### src/rtl/lcd_spi_deserializer.sv
// LCD SPI deserializer: receives 8-bit command / 16-bit pixel words
// from a 4-wire LCD serial bus and offers them on a 1-deep output register.
//
// Ports:
//   clk, rst_n       system clock, synchronous active-low reset
//   lcd_sclk         serial clock, data sampled on its rising edge
//   lcd_data         serial data, MSB first
//   lcd_dc           0 = 8-bit command word, 1 = 16-bit pixel word
//   lcd_cs_n         active-low frame select
//   out_valid/ready  output handshake
//   out_data         received word (commands zero-extended)
//   out_is_cmd       out_data holds a command word
//   overflow         sticky: completed word dropped
//   frame_err        sticky: partial word aborted by lcd_cs_n
//   clr_flags        pulse clears overflow and frame_err
//   rx_busy          bit count is nonzero

module lcd_spi_deserializer #(
    parameter int SYNC_STAGES = 2
) (
    input  logic        clk,
    input  logic        rst_n,
    input  logic        lcd_sclk,
    input  logic        lcd_data,
    input  logic        lcd_dc,
    input  logic        lcd_cs_n,
    output logic        out_valid,
    input  logic        out_ready,
    output logic [15:0] out_data,
    output logic        out_is_cmd,
    output logic        overflow,
    output logic        frame_err,
    input  logic        clr_flags,
    output logic        rx_busy
);

    typedef enum logic {
        IDLE  = 1'b0,
        SHIFT = 1'b1
    } state_t;

    // Synchronizer word: {valid, sclk, data, dc, cs_n}.
    // The valid bit travels with the samples so the edge detector
    // can tell real samples from reset fill after rst_n releases.
    logic [4:0]  sync_q [SYNC_STAGES];
    logic [4:0]  sync_d [SYNC_STAGES];

    logic        s_vld;
    logic        s_sclk;
    logic        s_data;
    logic        s_dc;
    logic        s_cs_n;

    logic        sclk_prev_q;
    logic        sclk_prev_d;
    logic        rise;

    state_t      state_q;
    state_t      state_d;
    logic [3:0]  cnt_q;
    logic [3:0]  cnt_d;
    logic [15:0] sh_q;
    logic [15:0] sh_d;
    logic        is16_q;
    logic        is16_d;
    logic [3:0]  last_bit;

    logic        done;
    logic        frm_set;
    logic [15:0] word;

    logic        valid_q;
    logic        valid_d;
    logic [15:0] data_q;
    logic [15:0] data_d;
    logic        cmd_q;
    logic        cmd_d;
    logic        ovf_q;
    logic        ovf_d;
    logic        frm_q;
    logic        frm_d;
    logic        ovf_set;

    assign {s_vld, s_sclk, s_data, s_dc, s_cs_n} =
        sync_q[SYNC_STAGES-1];

    // Until real samples emerge, pretend sclk was already high so a
    // line sitting at 1 across reset release is not taken as an edge.
    assign sclk_prev_d = s_sclk | ~s_vld;
    assign rise        = s_sclk & ~sclk_prev_q;

    always_comb begin
        sync_d[0] = {1'b1, lcd_sclk, lcd_data, lcd_dc, lcd_cs_n};
        for (int i = 1; i < SYNC_STAGES; i++) begin
            sync_d[i] = sync_q[i-1];
        end
    end

    assign last_bit = is16_q ? 4'd15 : 4'd7;

    // State register and all other flops
    always_ff @(posedge clk) begin
        if (!rst_n) begin
            for (int i = 0; i < SYNC_STAGES; i++) begin
                sync_q[i] <= '0;
            end
            sclk_prev_q <= 1'b0;
            state_q     <= IDLE;
            cnt_q       <= '0;
            sh_q        <= '0;
            is16_q      <= 1'b0;
            valid_q     <= 1'b0;
            data_q      <= '0;
            cmd_q       <= 1'b0;
            ovf_q       <= 1'b0;
            frm_q       <= 1'b0;
        end else begin
            for (int i = 0; i < SYNC_STAGES; i++) begin
                sync_q[i] <= sync_d[i];
            end
            sclk_prev_q <= sclk_prev_d;
            state_q     <= state_d;
            cnt_q       <= cnt_d;
            sh_q        <= sh_d;
            is16_q      <= is16_d;
            valid_q     <= valid_d;
            data_q      <= data_d;
            cmd_q       <= cmd_d;
            ovf_q       <= ovf_d;
            frm_q       <= frm_d;
        end
    end

    // Next-state: receiver shift / count / abort
    always_comb begin
        state_d = state_q;
        cnt_d   = cnt_q;
        sh_d    = sh_q;
        is16_d  = is16_q;
        done    = 1'b0;
        frm_set = 1'b0;
        unique case (state_q)
            IDLE: begin
                if (rise && !s_cs_n) begin
                    is16_d  = s_dc;
                    // Start from a clean register: no stale bits.
                    sh_d    = {15'd0, s_data};
                    cnt_d   = 4'd1;
                    state_d = SHIFT;
                end
            end
            SHIFT: begin
                if (s_cs_n) begin
                    cnt_d   = '0;
                    state_d = IDLE;
                    frm_set = 1'b1;
                end else if (rise) begin
                    sh_d = {sh_q[14:0], s_data};
                    if (cnt_q == last_bit) begin
                        done    = 1'b1;
                        cnt_d   = '0;
                        state_d = IDLE;
                    end else begin
                        cnt_d = cnt_q + 4'd1;
                    end
                end
            end
        endcase
    end

    assign word = is16_q ? sh_d : {8'h00, sh_d[7:0]};

    // Outputs: 1-deep output register and sticky flags
    always_comb begin
        valid_d = valid_q;
        data_d  = data_q;
        cmd_d   = cmd_q;
        ovf_set = 1'b0;
        if (done) begin
            // A word arriving on the accept cycle replaces the held one.
            if (!valid_q || out_ready) begin
                valid_d = 1'b1;
                data_d  = word;
                cmd_d   = ~is16_q;
            end else begin
                ovf_set = 1'b1;
            end
        end else if (valid_q && out_ready) begin
            valid_d = 1'b0;
        end
        ovf_d = ovf_set | (ovf_q & ~clr_flags);
        frm_d = frm_set | (frm_q & ~clr_flags);
    end

    assign out_valid  = valid_q;
    assign out_data   = data_q;
    assign out_is_cmd = cmd_q;
    assign overflow   = ovf_q;
    assign frame_err  = frm_q;
    assign rx_busy    = (cnt_q != 4'd0);

endmodule

### config.mk
export PLATFORM = sky130hd
export DESIGN_NAME = lcd_spi_deserializer
export DESIGN_NICKNAME = d
export VERILOG_FILES = /design/src/rtl/lcd_spi_deserializer.sv
export SDC_FILE = /design/constraint.sdc
export NUM_CORES = 1
export LEC_CHECK = 0
export ABC_CLOCK_PERIOD_IN_PS = 2100
export BUFFER_PORTS_ARGS = -buffer_cell sky130_fd_sc_hd__buf_2
export CAP_MARGIN = 40
export CORE_MARGIN = 4
export CORE_UTILIZATION = 34
export DETAILED_ROUTE_END_ITERATION = 8
export SYNTH_ARGS = -nofsm -noshare
export SYNTH_HDL_FRONTEND = slang
export SYNTH_SLANG_ARGS = --single-unit
### constraint.sdc
create_clock -name clk -period 2.1 [get_ports clk]
set_clock_uncertainty 0.15 [all_clocks]
set_input_delay 0.315 -clock clk [delete_from_list [all_inputs] [get_ports clk]]
set_output_delay 0.315 -clock clk [all_outputs]
set_load 0.005 [all_outputs]
---- After elaboration in Yosys (flattened, before gate mapping) ----
Memories as Yosys holds them, arrays and structs flattened.
Cells that the tools add are included.
word-level totals
  output and inout port bits .............. 21
  ROM bits ................................ 0
  logic and storage cells ................. 71
  register bits after elaboration ......... 43
  bits in latches ......................... 0
  memories ................................ 1
  RAM bits ................................ 10
  bits of input ports ..................... 8
memory list
  memory  depth  bits a word  rd ports  clocked after Yosys merged registers in  wr ports  RTL line  text
  sync_q  2      5            2         0                                        2         45        logic [4:0] sync_q [SYNC_STAGES];
cells by class
  mux-type cells .......................... 31
  add/subtract/negate cells ............... 1
  reductions and logical operators ........ 11
  divide/modulo/power cells ............... 0
  $lt $le $gt $ge ......................... 0
  bitwise logic cells ..................... 13
  shift-type cells ........................ 0
  $mul .................................... 0
  equality and inequality tests ........... 4
operator list
  operator             count
  $mux 16              4
  $pmux 16 s2          1
  $mux 4               5
  $mux 1               17
  $mux 5               2
  $pmux 4 s2           1
  $reduce_and 2->1     4
  $not 1->1            5
  $or 1x1->1           5
  $add 4x1->4 const B  1
  $eq 4x4->1           1
  $reduce_bool 4->1    1
  $and 1x1->1          3
  $ne 3x3->1 const B   1
  $logic_and 1x1->1    2
  $logic_not 1->1      2
  $ne 2x1->1 const B   1
  $ne 2x2->1 const B   1
  $pmux 1 s2           1
  $reduce_bool 2->1    1
  $logic_or 1x1->1     1

---- Depth between registers and ports, before layout ----
  depth in word-level cells ............... 8
  depth in mapped cells ................... 6
  gate-level depth less buffers ........... 4

---- Worst setup path before layout ----
Ideal clock, no wire load.
  path type ............................... register -> register
  start ................................... register cnt_q[0]
  end ..................................... register data_q[13] (netlist: out_data[13])
  cell stages (with the launch flop) ...... 7
  buffers on the path ..................... 2
  required time ........................... 1.833 ns
  library setup time ...................... 0.117 ns
  arrival time ............................ 1.380 ns
  period minus slack after synthesis ...... 1.648 ns
  setup slack ............................. 0.452 ns
  cell sequence ........................... dfxtp_1 > ha_1 > and2_2 > and4_4 > buf_6 > buf_12 > a32o_1
between the ends
  cells in the longest elaborated chain, start to end .. 6
ends and longest elaborated chain
  item                        RTL line  text
  start: declaration          60        logic [3:0] cnt_q;
  start signal: assignment    123       cnt_q <= cnt_d;
  $eq 4x4->1                  159       if (cnt_q == last_bit) begin
  $mux 1                      159
  $mux 1                      157       end else if (rise) begin
  $mux 1                      153       if (s_cs_n) begin
  $mux 1                      142       unique case (state_q)
  $reduce_and 2->1 (no line)  n/a
  end signal: assignment      127       data_q <= data_d;
  end: declaration            74        logic [15:0] data_q;
Every way passes these cells.
A chain may end at the register's enable or synchronous reset.

---- Worst setup path after layout ----
  start ................................... register cnt_q[0]
  end ..................................... register data_q[12] (netlist: out_data[12])
The elaborated chain is that of the path after synthesis.

==> flow_metrics.py <==
metrics = {
    "sta": {
        "period_needed_ps": 1850,
        "drv_slew": 0,
        "hold_viol_final": 0,
        "timing.slew.headroom_pct": 47.1,
        "post-route-period-util_pct": 88.2,
        "worst_pin_slew_ps": 783,
        "rsz0062_at_grt": "false",
        "final.setup.tns_ps": 0,
        "fmax_mhz": 540,
        "setup-violations-final": 0,
    },
    "floorplan": {
        "io_pins": 29,
        "dieArea_sq_um": 7230,
        "die_w_um": 85.0,
        "initial_utilization_pct": 35.8,
        "die_h_um": 85.0,
        "rows": 27,
        "core-area_sq_um": 5640,
    },
    "setup_path": {
        "worst-path-max-fanout": 8,
        "ff2ff_setup_slack_ps": 250,
        "cp_cell_sequence": "ha_1 > and2_2 > a41oi_1 > a32o_1",
        "start_kind": "flop",
        "max_stage_delay_ps": 650,
        "r2r_cells": 4,
        "worstPathRequired_ps": 2190,
        "cp-end-kind": "flop",
        "cp_slowest_cell": "a41oi_1",
        "r2r-start": "cnt_q[0]",
        "r2r_end": "out_data[12]",
        "worstSetupPathType": "flop to flop",
        "arrival_ps": 1940,
    },
    "routing": {
        "wirelength_mm": 3.74,
        "drt-met1-wl_mm": 1.90,
        "ant_nets": 0,
        "route.top_layer_used": "met4",
        "wl_per_cell_um": 12.4,
        "routed-wl-met2_mm": 1.65,
        "dr_wl_met3_um": 164,
        "dr.pass1.iters": 4,
        "viasPerCell": 4.80,
        "drc": 0,
        "drtIter0Drc": 78,
        "vias": 1451,
    },
    "power_and_ir_drop": {
        "powerDensity_nw_per_um2": 735,
        "p_leak_nw": 0.865,
        "sw_frac_of_total_pct": 20.7,
        "pwr-share-comb_pct": 3.6,
        "p_clk_share_pct": 35.7,
        "ir_drop_uv": 300,
        "p_switching_mw": 0.350,
        "p_seq_share_pct": 60.6,
        "p_int_mw": 1.34,
    },
    "grt": {
        "grt_pass1_wl_mm": 6.74,
        "grt_max_degree": 48,
        "antenna_found_initial": 0,
        "grtUsageTotal_pct": 11.5,
        "grt_overflow_total": 0,
        "first_global_vias": 1442,
    },
    "worst_hold_path": {
        "hold_end": "sync_q[0][3]",
        "hold_path.class": "primary input to flop",
        "hold_depth": 2,
        "min_from": "lcd_sclk",
    },
    "clocking": {
        "insertion_delay_ps": 290,
        "clkTransAtPathRegs_ps": 90,
        "htreeDepth": 2,
        "clock_sinks": 53,
        "numCtsBuffers": 5,
        "cts_tree": "yes",
        "ctsRootBufferMaster": "clkbuf_8",
        "cts_setup_buffers": 0,
        "clk_path_buf_depth": 2,
        "cts_resized": 0,
        "cts-hold-fix-buffers": 0,
    },
    "placed_design": {
        "place_hpwl_mm": 2.48,
        "numPortBuffers": 28,
        "place.gp.congestion": 0.779,
        "place_area_sq_um": 2190,
    },
    "synthesis": {
        "ys_ff_latch": 53,
        "synth_edf_count": 0,
        "syn_nets": 213,
        "ys_seq_area_share_pct": 52.6,
        "synth_commonest_cells": "53 x dfxtp_1, 37 x nand2_1, 17 x nand3_1",
        "synth_area_leaders": "dfxtp_1 53%, mux2i_1 7.9%, nand2_1 6.9%",
        "ys_types": 39,
        "ys_warn_count": 0,
        "synth_top_cell_by_area": "dfxtp_1",
        "async_flop_share_pct": 0,
        "synthCells": 203,
        "synth_most_common_cell": "dfxtp_1",
        "avgSynthCellArea_sq_um": 9.94,
        "synth_area_sq_um": 2020,
        "synth.top_cell.area_share_pct": 52.6,
        "synthFlopType": "dfxtp_1",
    },
    "finish": {
        "drive_gt1_share_pct": 21.3,
        "antenna_cells": 0,
        "final_area_sq_um": 2290,
        "synthToLayoutAreaGrowth_pct": 13.7,
        "fin_nets": 239,
    },
    "run_status": {
        "outcome": "complete, no violations",
    },
    "run": {
        "max_cap_violations": 0,
    },
}
## metal layers
metal,GRT usage [%],up-vias
met3,2.82,2
met2,17.7,27
met4,5.90,0
li1,-,759
met1,14.8,663
met5,0,-
## cell type report
| class | count | area (sq um) |
|---|---|---|
| timing repair buffer | 33 | 178 |
| fill | 564 | 3350 |
| clock buffer | 7 | 96.3 |
| tap | 72 | 90.1 |
| clock inverter | 1 | 5.00 |
| sequential | 53 | 1060 |
| inverter | 4 | 15.0 |
| multi-input combinational | 132 | 850 |
## worst max-delay path: cells and delay by family, from the launching register on
family / cells / cell delay (ps)
AO/OA/AOI/OAI: 2 / 860
adder cells (fa/ha/maj): 1 / 220
flip-flops: 1 / 340
AND/OR/NAND/NOR: 1 / 220
## kinds of logic (layout without fill, tap and decap cells)
family	Yosys count	in the layout	synth area share [%]
AND/OR/NAND/NOR	80	80	20.1
AO/OA/AOI/OAI	31	31	11.2
flip-flops	53	53	52.6
XOR/XNOR	3	3	1.30
buffers and inverters	18	45	5.58
adder cells (fa/ha/maj)	2	2	1.24
multiplexers	16	16	7.94
## flip-flops by register name, summed over array words and instances, names as in the netlist
register	cells
sclk_prev_q	1
cnt_q	4
out_is_cmd	1
is16_q	1
frame_err	1
overflow	1
sh_q	16
out_valid	1
state_q	1
out_data	16
sync_q	10
## power groups by stage
stage               Clock, mW  Sequential [mW]  Combinational [mW]
floorplan                   0             1.04              0.0436
global placement            0             1.05              0.0613
detailed placement          0             1.05              0.0619
CTS                     0.633             1.02              0.0618
global route            0.680             1.02              0.0700
finish                  0.603             1.02              0.0612
## placed cells by master (no fill, tap or decap), types with 2 or more instances in the layout
cell type,count
dfxtp_1,53
nand2_1,37
buf_2,28
nand3_1,17
mux2i_1,16
a21oi_1,12
and2_1,10
a32o_1,8
clkbuf_8,7
buf_4,5
inv_1,3
nor2_1,3
a41oi_1,2
o21ai_0,2
xor2_1,2
o31ai_1,2
nand3b_1,2
a32oi_1,2
ha_1,2
## per-stage QoR
stage | setup slack, ps | cells | util, % | hold WS, ps | power (mW)
3_5_place_dp | 273 | 294 | 38.9 | 267 | 1.11
6_report | 249 | 302 | 40.7 | 73.1 | 1.69
3_3_place_gp | 287 | 294 | 38.9 | 258 | 1.11
4_1_cts | 250 | 302 | 40.7 | 58.4 | 1.72
5_1_grt | 109 | 302 | 40.7 | 54.4 | 1.77
2_1_floorplan | 452 | 203 | - | 193 | 1.09
## worst max path at each step
stage / slack, ps / from / cells after the start / to
finish: 250 / cnt_q[0] / 4 / out_data[12]
global route: 110 / cnt_q[0] / 4 / out_data[10]
CTS: 250 / cnt_q[0] / 4 / out_data[10]
detailed placement: 270 / cnt_q[0] / 4 / out_data[12]
global placement: 290 / cnt_q[0] / 4 / out_data[15]
floorplan: 450 / cnt_q[0] / 6 / out_data[13]
Power figures use the tool's default switching activity.
